===== src/rtl/clock_enable_divider_pkg.sv =====
// Shared constants for the single-clock enable divider: default widths, stop code, standard divisors.
// Pure definitions, no logic.
package clk_div_pkg;

  localparam int CNT_W_DEF = 16;
  localparam logic [CNT_W_DEF-1:0] DIV_STOP = '0;

  // Standard cascade ratios for the 1 MHz base tick down to 1 Hz
  localparam int DIV_1M_10K = 100;
  localparam int DIV_10K_1K = 10;
  localparam int DIV_1K_10  = 100;
  localparam int DIV_10_1   = 10;

  function automatic int sel_width(input int n);
    return (n > 1) ? $clog2(n) : 1;
  endfunction

endpackage


===== src/rtl/clock_enable_divider_channel.sv =====
// One divider channel: counter, active/shadow divisor, registered TC pulse and SQW toggle.
// TC one cycle after the wrapping input tick; all state holds while CE is low.
module div_channel
  import clk_div_pkg::*;
#(
  parameter int CNT_W   = CNT_W_DEF,
  parameter int DEF_DIV = 10
) (
  input  logic             CP,
  input  logic             CR,
  input  logic             CE,
  input  logic             IN_TICK,
  input  logic             WE,
  input  logic [CNT_W-1:0] WDIV,
  output logic             TC,
  output logic             SQW
);

  localparam logic [CNT_W-1:0] DEF_D = CNT_W'(DEF_DIV);
  localparam logic [CNT_W-1:0] ONE   = CNT_W'(1);
  localparam logic [CNT_W-1:0] STOP  = CNT_W'(DIV_STOP);

  logic [CNT_W-1:0] cnt;
  logic [CNT_W-1:0] div;
  logic [CNT_W-1:0] shd;
  logic             tc_q;
  logic             sqw_q;

  always_ff @(posedge CP) begin
    if (CR) begin
      cnt   <= '0;
      div   <= DEF_D;
      shd   <= DEF_D;
      tc_q  <= 1'b0;
      sqw_q <= 1'b0;
    end else begin
      if (WE)
        shd <= WDIV;
      if (div == STOP) begin
        // Stopped channel accepts a new divisor at once and restarts from zero
        if (CE)
          tc_q <= 1'b0;
        if (WE) begin
          div <= WDIV;
          cnt <= '0;
        end
      end else if (CE) begin
        tc_q <= 1'b0;
        if (IN_TICK) begin
          if (cnt == div - ONE) begin
            cnt   <= '0;
            tc_q  <= 1'b1;
            sqw_q <= ~sqw_q;
            div   <= WE ? WDIV : shd;
          end else begin
            cnt <= cnt + ONE;
          end
        end
      end
    end
  end

  // A pulse pending when CE drops is held and delivered once counting resumes
  assign TC  = tc_q & CE;
  assign SQW = sqw_q;

endmodule


===== src/rtl/clock_enable_divider.sv =====
// Prescaler plus N_CH divider channels, all on CP; TICK and TC are registered one-cycle pulses.
// CE low freezes every counter and masks the pulse outputs without losing a pending pulse.
module clock_enable_divider
  import clk_div_pkg::*;
#(
  parameter int N_CH    = 4,
  parameter int CNT_W   = CNT_W_DEF,
  parameter int PRE_DIV = 50,
  parameter int DEF_DIV = 10,
  parameter int CASCADE = 1,
  localparam int SEL_W  = sel_width(N_CH)
) (
  input  logic             CP,
  input  logic             CR,
  input  logic             CE,
  input  logic             WE,
  input  logic [SEL_W-1:0] WSEL,
  input  logic [CNT_W-1:0] WDIV,
  output logic             TICK,
  output logic [N_CH-1:0]  TC,
  output logic [N_CH-1:0]  SQW
);

  localparam int PRE_W = sel_width(PRE_DIV);
  localparam logic [PRE_W-1:0] PRE_LAST = PRE_W'(PRE_DIV - 1);

  logic [PRE_W-1:0] pre_cnt;
  logic             tick_q;
  logic [N_CH-1:0]  in_tick;
  logic [N_CH-1:0]  ch_we;

  always_ff @(posedge CP) begin
    if (CR) begin
      pre_cnt <= '0;
      tick_q  <= 1'b0;
    end else if (CE) begin
      tick_q  <= (pre_cnt == PRE_LAST);
      pre_cnt <= (pre_cnt == PRE_LAST) ? '0 : pre_cnt + PRE_W'(1);
    end
  end

  assign TICK = tick_q & CE;

  for (genvar k = 0; k < N_CH; k++) begin : g_ch
    if (k == 0 || CASCADE == 0) begin : g_base
      assign in_tick[k] = TICK;
    end else begin : g_casc
      assign in_tick[k] = TC[k-1];
    end

    // Out-of-range selects never match any channel index
    assign ch_we[k] = WE && (int'(WSEL) == k);

    div_channel #(
      .CNT_W   (CNT_W),
      .DEF_DIV (DEF_DIV)
    ) u_ch (
      .CP      (CP),
      .CR      (CR),
      .CE      (CE),
      .IN_TICK (in_tick[k]),
      .WE      (ch_we[k]),
      .WDIV    (WDIV),
      .TC      (TC[k]),
      .SQW     (SQW[k])
    );
  end

endmodule

===== config.mk =====
export PLATFORM = sky130hd
export DESIGN_NAME = clock_enable_divider
export DESIGN_NICKNAME = d
export VERILOG_FILES = /design/src/rtl/clock_enable_divider_pkg.sv /design/src/rtl/clock_enable_divider_channel.sv /design/src/rtl/clock_enable_divider.sv
export SDC_FILE = /design/constraint.sdc
export NUM_CORES = 1
export LEC_CHECK = 0
export CAP_MARGIN = 15
export CORE_UTILIZATION = 57
export DETAILED_ROUTE_END_ITERATION = 8
export MAX_ROUTING_LAYER = met4
export PLACE_DENSITY = 0.77
export SKIP_LAST_GASP = 1
export SYNTH_ARGS = -nofsm -noshare
export SYNTH_HDL_FRONTEND = slang
export SYNTH_HIERARCHICAL = 1
export SYNTH_SLANG_ARGS = --single-unit
export TNS_END_PERCENT = 20

===== constraint.sdc =====
create_clock -name CP -period 3.2 [get_ports CP]
set_clock_uncertainty 0.2 [all_clocks]
set_input_delay 0.8 -clock CP [delete_from_list [all_inputs] [get_ports CP]]
set_output_delay 0.8 -clock CP [all_outputs]
set_load 0.01 [all_outputs]

==> run summary, run 1 <==
The tools report the number of antenna violations at the first check in global routing as 1. Summing internal, switching and leakage power gives 5.90 mW. Of the available clock period, the critical path in the final layout requires 108%.

Final hold violation count: 0. The final reports fail on negative setup slack. Final number of max-transition violations: 0. The origin of the worst min-delay path was g_ch[1].u_ch/SQW$_SDFFE_PP0P_.

The classification of the worst-slack hold path was reg2reg. Maximum single-stage delay on the critical path: 0.54 ns. The worst setup path is launched from a register. The commonest non-fill, non-tap cell in the layout was nor2_1.

The routed layout has 9943 vias. Dividing the detail-routed wire length by the instance count gives 15.9 um. Global routing finished with a remaining overflow of 0. The longest clock path from root to sink contains 3 buffers. The initialized floorplan defines 52 standard-cell rows. The number of global-route vias before repair is 9554, and the synthesized area divided by synthesized cell count is 8.78 um^2.

The synthesized design spends more area on one cell type than any other, namely dfxtp_1. Routability-driven placement finished with a final weighted congestion of 0.894. Summed over its instances, the top area cell type makes up 34.9% of the synthesized netlist area.

After synthesis, the netlist uses 56 different library cells. TritonCTS built the clock tree. For this run, asynchronously set or reset flops after synthesis account for 0%. Register bit count reported by yosys: 207.

The run gives 290 MHz as the upper clock frequency limit. Yosys attributes the largest share of cell area to dfxtp_1, mux2i_1, nor2_1. When the netlist entered floorplanning its net count stood at 1384. The HPWL after detailed placement is 19800 um. The final design utilization came out at 70.5%.

The clock slew at the register clock pins of the worst setup and hold paths works out to 0.06 ns. During I/O placement, the number of pins put on the boundary was 31. Leaving out fill and tap cells, the most frequent cells in the layout are nor2_1, dfxtp_1, mux2i_1, buf_4, nand2_1. Along the worst hold path, the cell count comes to 2. The run gives 1 as the count of H-tree levels built during CTS. The transition time at the pin with the least slew margin came out at 0.614 ns.

Measured along the y axis, the die boundary spans 146 um. The worst-case IR drop observed on VDD is 0.409 mV. In the synthesized netlist, mux cells make up 17.9% of the area. STA classifies the critical path endpoint as a register. Clock latency at the later pin of the worst-skew pair: 0.52 ns.

Combinational family with the most area after synthesis: simple AND/OR/NAND/NOR gates. The tools report the startpoint of the most critical register-to-register path as g_ch[3].u_ch/div[1]$_SDFFE_PP1P_. The worst register-to-register path ends at g_ch[3].u_ch/div[14]$_SDFFE_PP0P_.

Once detail routing completed, the nets flagged for antenna violations numbered 0. The count of warnings emitted by yosys was 6; the area share of xor/xnor cells in the synthesized design was 8.86%. The flow ran to the end, but the final reports show violations.

The horizontal extent of the die was 146 um. The run gives 21400 um^2 as the die footprint. Among all flip-flop cells after synthesis, the most frequent one is dfxtp_1. For the global-route wire length before repair, the log shows 46000 um. Setup violations remaining at the end of the flow were counted as 63. Entering global routing, the biggest net connects 81 pins. On the critical path, the stage with the largest delay is an instance of or4_4.

The sink count of the clock tree was 207. For the register area share after synthesis, the log shows 34.9%. The number of iterations in the first detailed-routing pass is 5. The family of cells with the greatest summed delay on the critical path is simple AND/OR/NAND/NOR gates.

At the end of the flow, the number of nets in the layout was 1507. Number of maximum-capacitance constraint violations: 0. The number of I/O port buffers works out to 30. In the final timing run, aggregate negative setup slack is -6.56 ns. Walking the worst path, the cells encountered are or4_4 > or4_4 > a2111o_1 > or4_4 > o41ai_4 > buf_4 > clkbuf_16 > mux2_4. The vias per cell is 5.64.

Category of the critical setup timing path: reg2reg. For this design the ratio of total power to cell area is 412 nW/um^2. Buffers inserted to repair hold after CTS numbered 0.

At the worst endpoint, the arrival time is 3.65 ns. Summing the areas of all compound-gate instances in the mapped netlist gives 8.48% of the synthesized area. For this run, design rule violations remaining after detail routing come to 0.

The number of synthesized flops with an enable pin was 0; the total global-route track usage was 26.5%. The cell area that synthesis handed to floorplanning was 11900 um^2. The logs give -0.247 ns for the post-route worst setup slack and -0.263 ns for the post-place setup slack. The worst setup slack for register-to-register paths was -0.25 ns.

For the leakage power figure, the log shows 5.53 nW. For the initial standard-cell utilization of the core, the log shows 58.5%. For hold timing, the worst endpoint is g_ch[1].u_ch/SQW$_SDFFE_PP0P_. After filler insertion, the fill cell instance count of the layout stands at 1517. CTS placed an instance of clkbuf_16 at the clock tree root. The worst path in the final design needs a cycle of 3.45 ns, including I/O delays and setup. In the final layout, the share of cells above drive strength 1 is 19.5%. The tools report the multi-input gate area in the final layout as 7420 um^2. In this run the standard cell core region covers 20300 um^2. The endpoint required time on the critical path was 3.40 ns; the adder and majority cell fraction of the synthesized area was 1.05%.

The maximum fanout count along the critical path works out to 7. Registers take 4160 um^2. The sum of buffers and inverters on the critical path came out at 2. Gate count after technology mapping: 1352. The growth of design area from synthesis to finish came out at 20.6%. Length in cells of the worst reg-to-reg path: 8. In this run, the number of DRC markers left after iteration 0 of detailed routing was 612. In this run the tightest slew margin relative to its limit is 59.1%. In this design, the critical path's most frequently occurring cell is or4_4. Of the total synthesized cell area, the portion taken by AND, OR, NAND and NOR gates is 25.3%. Setup repair after global routing could not meet its margin everywhere.

The total wirelength of the detailed-routed design came out at 28100 um. The TritonCTS buffer count came out at 23.
==> cell type report <==
type / instances / share of cell area (%)
multi-input cells: 1053 / 51.8
flip-flops and latches: 207 / 29.0
repair buffers: 163 / 10.1
clock buffers: 31 / 4.79
well taps: 270 / 2.36
clock inverters: 10 / 1.13
inverters: 27 / 0.743
diodes: 1 / 0.0175
==> logic make-up after synthesis <==
family,after synthesis
fa+ha+maj,10
flops,207
xor+xnor,120
simple gates,595
mux,192
buf+inv,92
compound gates,136
==> metal layers <==
metal  GRT usage (%)  up-vias  routed length, um
met3            3.38       58               1110
met1            33.7     4694              12800
met5               -        -                  0
met2            43.2      205              13300
met4            9.06        0                922
li1                -     4986                  -
==> through the flow <==
stage	hold slack (ns)	cells	area, um^2
floorplan	0.258	1352	11900
global placement	0.270	1713	13300
detailed placement	0.280	1713	13300
CTS	0.291	1754	14100
global route	0.312	1762	14300
finish	0.291	1762	14300
==> state kept, by name, summed over array words and instances, names as in the netlist <==
signal          cells
g_ch.u_ch/shd      64
g_ch.u_ch/div      64
g_ch.u_ch/tc_q      4
g_ch.u_ch/SQW       4
tick_q              1
pre_cnt             6
g_ch.u_ch/cnt      64
==> worst max-delay path by stage <==
stage	from	slack, ns	end	depth (start not counted)
after floorplan	g_ch[3].u_ch/div[1]$_SDFFE_PP1P_	-0.33	g_ch[3].u_ch/div[10]$_SDFFE_PP0P_	7
final	g_ch[3].u_ch/div[1]$_SDFFE_PP1P_	-0.25	g_ch[3].u_ch/div[14]$_SDFFE_PP0P_	8
after global routing	g_ch[3].u_ch/div[1]$_SDFFE_PP1P_	-0.31	g_ch[3].u_ch/div[0]$_SDFFE_PP0P_	8
after detailed placement	g_ch[3].u_ch/div[1]$_SDFFE_PP1P_	-0.26	g_ch[3].u_ch/div[0]$_SDFFE_PP0P_	10
after CTS	g_ch[3].u_ch/div[1]$_SDFFE_PP1P_	-0.28	g_ch[3].u_ch/div[2]$_SDFFE_PP0P_	10
after global placement	g_ch[3].u_ch/div[1]$_SDFFE_PP1P_	-0.24	g_ch[3].u_ch/div[4]$_SDFFE_PP0P_	10
==> power by group <==
part / internal (mW) / leakage [nW] / switching [mW]
Clock: 1.82 / 0.410 / 1.08
Combinational: 0.151 / 3.45 / 0.202
Sequential: 2.62 / 1.68 / 0.0365
Total: 4.59 / 5.53 / 1.32
==> synthesized netlist by cell type (all sizes together) (9+ instances only) <==
| library cell | n |
|---|---|
| a211o | 12 |
| nor3 | 20 |
| inv | 27 |
| a31oi | 9 |
| nor3b | 10 |
| ha | 10 |
| clkbuf | 40 |
| or3 | 13 |
| a21oi | 21 |
| buf | 25 |
| mux2i | 129 |
| xnor2 | 80 |
| nor2 | 228 |
| nand2 | 85 |
| nand4 | 22 |
| dfxtp | 207 |
| and3 | 12 |
| or4 | 22 |
| nor4 | 16 |
| o21ai | 21 |
| a211oi | 14 |
| mux2 | 63 |
| nand3 | 43 |
| xor2 | 40 |
| nor2b | 80 |
| and2 | 14 |
==> worst min-delay path: stages (launching register included) <==
cell and delay, ns:
dfxtp_1 0.32, o21ai_0 0.07, a21oi_1 0.06
==> what timing repair did <==
action | CTS | global route
endpoints found under the setup margin | 79 | 139
setup buffers | 0 | 5
cloned | 0 | 2
hold endpoints to repair | 0 | 0
pin swaps | 0 | 7
gates resized for setup | 0 | 27
Power figures use the tool's default switching activity.
==> run 2: changes to the inputs <==
- CELL_PAD_IN_SITES_DETAIL_PLACEMENT: not set -> 0
- CELL_PAD_IN_SITES_GLOBAL_PLACEMENT: not set -> 1
- CORE_UTILIZATION: 57 -> 44
- PLACE_DENSITY: 0.77 -> not set
- PLACE_DENSITY_LB_ADDON: not set -> 0.1
==> run 2 against run 1 <==
- the run still ends with negative setup slack left
- sequential power hardly changed
- critical path depth did not move
- design area grew 2.3%
- sequential share of layout area down 0.66 points
- flip-flop and latch count is the same
- non-clock buffer count increased by 23
- power fell by 0.90%
- via count is 2.1% lower
- largest power group unchanged
- die area up 29%
- clock power decreased by 2%
==> run summary, run 2 (synthesis gave the netlist of run 1 again) <==
For the upper clock frequency limit, the log shows 290 MHz (about the same). The number of diodes came out at 0 (-1). The post-route worst setup slack was -0.248 ns (-0.000874 ns); the clock latency at the later pin of the worst-skew pair was 0.53 ns (about the same). The post-place setup slack is -0.270 ns (-0.00703 ns), and the final number of max-transition violations is 0 (unchanged). The tools report the placer's final routability congestion estimate as 0.872 (-2.5%). The tools report the final net count as 1532 (+1.7%). The die height works out to 166 um (+14%). The number of iterations in the first detailed-routing pass is 4 (-1), and the maximum clock insertion buffer count is 3 (unchanged). The horizontal extent of the die works out to 166 um (+14%). Remaining max-slew budget at the tightest pin: 62.8% (+3.7 points). The root buffer cell chosen for the clock tree is clkbuf_16.

Leaving out fill and tap cells, the most frequent cell in the layout is nor2_1. Following the worst setup path forward leads to its endpoint at g_ch[3].u_ch/div[6]$_SDFFE_PP0P_. The post-detailed-route wirelength per cell came out at 15.8 um (-0.87%).

The final reports fail on negative setup slack. The worst setup path is captured at a register. The fraction of final layout cells with drive strength greater than 1 was 21.8% (+2.3 points); the count of H-tree levels built during CTS was 1 (unchanged). The number of DRC markers in iteration 0 is 457 (-25%).

The endpoint identified for the worst register-to-register timing path is g_ch[3].u_ch/div[6]$_SDFFE_PP0P_. The post-route fraction of the period consumed by the critical path was 108% (about the same); the core region area was 26300 um^2 (+29%). Classification of the worst-slack hold path: reg2reg.

The total wirelength of the detailed-routed design came out at 29300 um (+4.3%). The run gives 20500 um (+3.7%) as the HPWL reported at the end of detailed placement. The leakage power figure was 5.69 nW (+2.9%). The sink count of the clock tree is 207 (unchanged), and the number of I/O pins is 31 (unchanged). The largest registers in the layout are g_ch.u_ch/cnt: 64 flops, g_ch.u_ch/div: 64 flops, g_ch.u_ch/shd: 64 flops. For the worst setup slack for register-to-register paths, the log shows -0.25 ns (about the same). The total setup violations reported at the end of the flow was 46 (-27%).

For the maximum VDD drop, the log shows 0.349 mV (-15%). The number of rows in the core area came out at 59 (+13%). In the layout the commonest cells are nor2_1, dfxtp_1, buf_4, mux2i_1, nand2_1. The transition time at the pin with the least slew margin was 0.553 ns (-0.0607 ns); the number of nets with antenna violations after detailed routing was 0 (unchanged).

The number of antenna violations at the first check in global routing is 0 (-1), and the sum of overflow across all layers after global routing is 0 (unchanged). For the endpoint required time on the critical path, the log shows 3.41 ns (about the same). The filler-free cell count of the finished design was 1854 (+5.2%). The tools report the arrival time at the worst endpoint as 3.66 ns (about the same). TritonCTS built the clock tree. The final critical path time including I/O delays and setup is 3.45 ns (+0.000874 ns). The ratio of total power to cell area was 399 nW/um^2 (-3.2%).

The number of maximum-capacitance constraint violations is 0 (unchanged), and the total global-route track usage is 21.4% (-5.1 points). The number of I/O port buffers is 30 (unchanged), and the maximum fanout count along the critical path is 8 (+1). The source of the critical timing path is g_ch[3].u_ch/div[1]$_SDFFE_PP1P_. For the area of all placed cells without fillers, the log shows 14600 um^2 (+2.3%). The worst register-to-register path begins at g_ch[3].u_ch/div[1]$_SDFFE_PP1P_. The run finished, with violations left. The clock slew at the register clock pins of the worst setup and hold paths is 0.06 ns (about the same), and the global-route wire length before repair is 47800 um (+3.9%). Setup repair after global routing could not meet its margin everywhere. The total placed cells including tap cells is 1792 (+4.6%). The post-route worst hold slack was 0.283 ns (-0.00756 ns); the number of global-route vias before repair was 9163 (-4.1%).

The growth of design area from synthesis to finish works out to 23.5%. For the TritonCTS buffer count, the log shows 25 (+8.7%). Via count: 9737 (-2.1%). The final hold violation count was 0 (unchanged); the number of remaining DRC errors was 0 (unchanged). Die footprint: 27600 um^2 (+29%).

The critical path is of the reg2reg type. The tools report the cell area after placement as 13500 um^2 (+1.4%). The post-cts hold buffer count was 0 (unchanged). The initial standard-cell utilization of the core was 45.1% (-13 points); the vias per cell was 5.25 (-6.9%). The worst setup path is launched from a register. For the pin count of the biggest net entering global routing, the log shows 64 (-21%). Length in cells of the worst reg-to-reg path: 8 (unchanged).
run 2: stage by stage:
stage	setup TNS, ns	utilization, %	total power [mW]
after global routing	-16.73	55.7	6.08
after detailed placement	-9.57	51.3	3.07
final	-5.18	55.7	5.85
after global placement	-8.74	51.3	3.07
after CTS	-6.77	54.7	5.94
after floorplan	-5.63	-	2.92
run 2: how the worst min path moves through the flow:
stage	from	end	slack (ns)	cells past startpoint
6_report	g_ch[2].u_ch/SQW$_SDFFE_PP0P_	g_ch[2].u_ch/SQW$_SDFFE_PP0P_	0.28	2
5_1_grt	g_ch[2].u_ch/shd[13]$_SDFF_PP0_	g_ch[2].u_ch/shd[13]$_SDFF_PP0_	0.32	2
4_1_cts	g_ch[1].u_ch/SQW$_SDFFE_PP0P_	g_ch[1].u_ch/SQW$_SDFFE_PP0P_	0.29	2
3_5_place_dp	g_ch[1].u_ch/SQW$_SDFFE_PP0P_	g_ch[1].u_ch/SQW$_SDFFE_PP0P_	0.28	2
3_3_place_gp	g_ch[3].u_ch/SQW$_SDFFE_PP0P_	g_ch[3].u_ch/SQW$_SDFFE_PP0P_	0.27	2
2_1_floorplan	pre_cnt[5]$_SDFFE_PP0P_	pre_cnt[5]$_SDFFE_PP0P_	0.26	2
run 2: cell type report:
class	count	area, um^2
multi-input combinational	1053	7490
timing repair buffer	186	1650
clock inverter	15	131
fill	2432	11600
inverter	27	104
sequential	207	4160
clock buffer	31	698
tap	335	419
run 2: power by group:
part           switching, mW  total, mW  internal, mW
Sequential            0.0363       2.66          2.62
Clock                   1.13       2.83          1.70
Combinational          0.207      0.364         0.157
run 2: what timing repair did:
| item | in CTS | in global routing |
|---|---|---|
| cloned | 1 | 2 |
| endpoints found under the setup margin | 99 | 134 |
| pin swaps | 3 | 14 |
| resized for setup | 3 | 43 |
| buffers inserted | 4 | 9 |
| hold endpoints to repair | 0 | 0 |
run 2: metal layers:
layer | share of wire (%) | GRT usage (%)
met1 | 49 | 29.0
met2 | 46 | 34.4
met3 | 2.4 | 2.22
met4 | 1.9 | 4.63
met5 | 0 | -
run 2: worst max-delay path, cell delays in order, from the launching register on:
cell and delay [ns]:
dfxtp_2 0.33, or4_4 0.54, or4_4 0.49, a2111o_1 0.37
or4_4 0.44, o41ai_4 0.32, buf_4 0.19, buf_12 0.13
mux2_2 0.33
==> run 3: changes to the inputs <==
- CAP_MARGIN: 15 -> not set
==> results of run 3 <==
Final layout, timing and power as in run 2 (identical DEF).
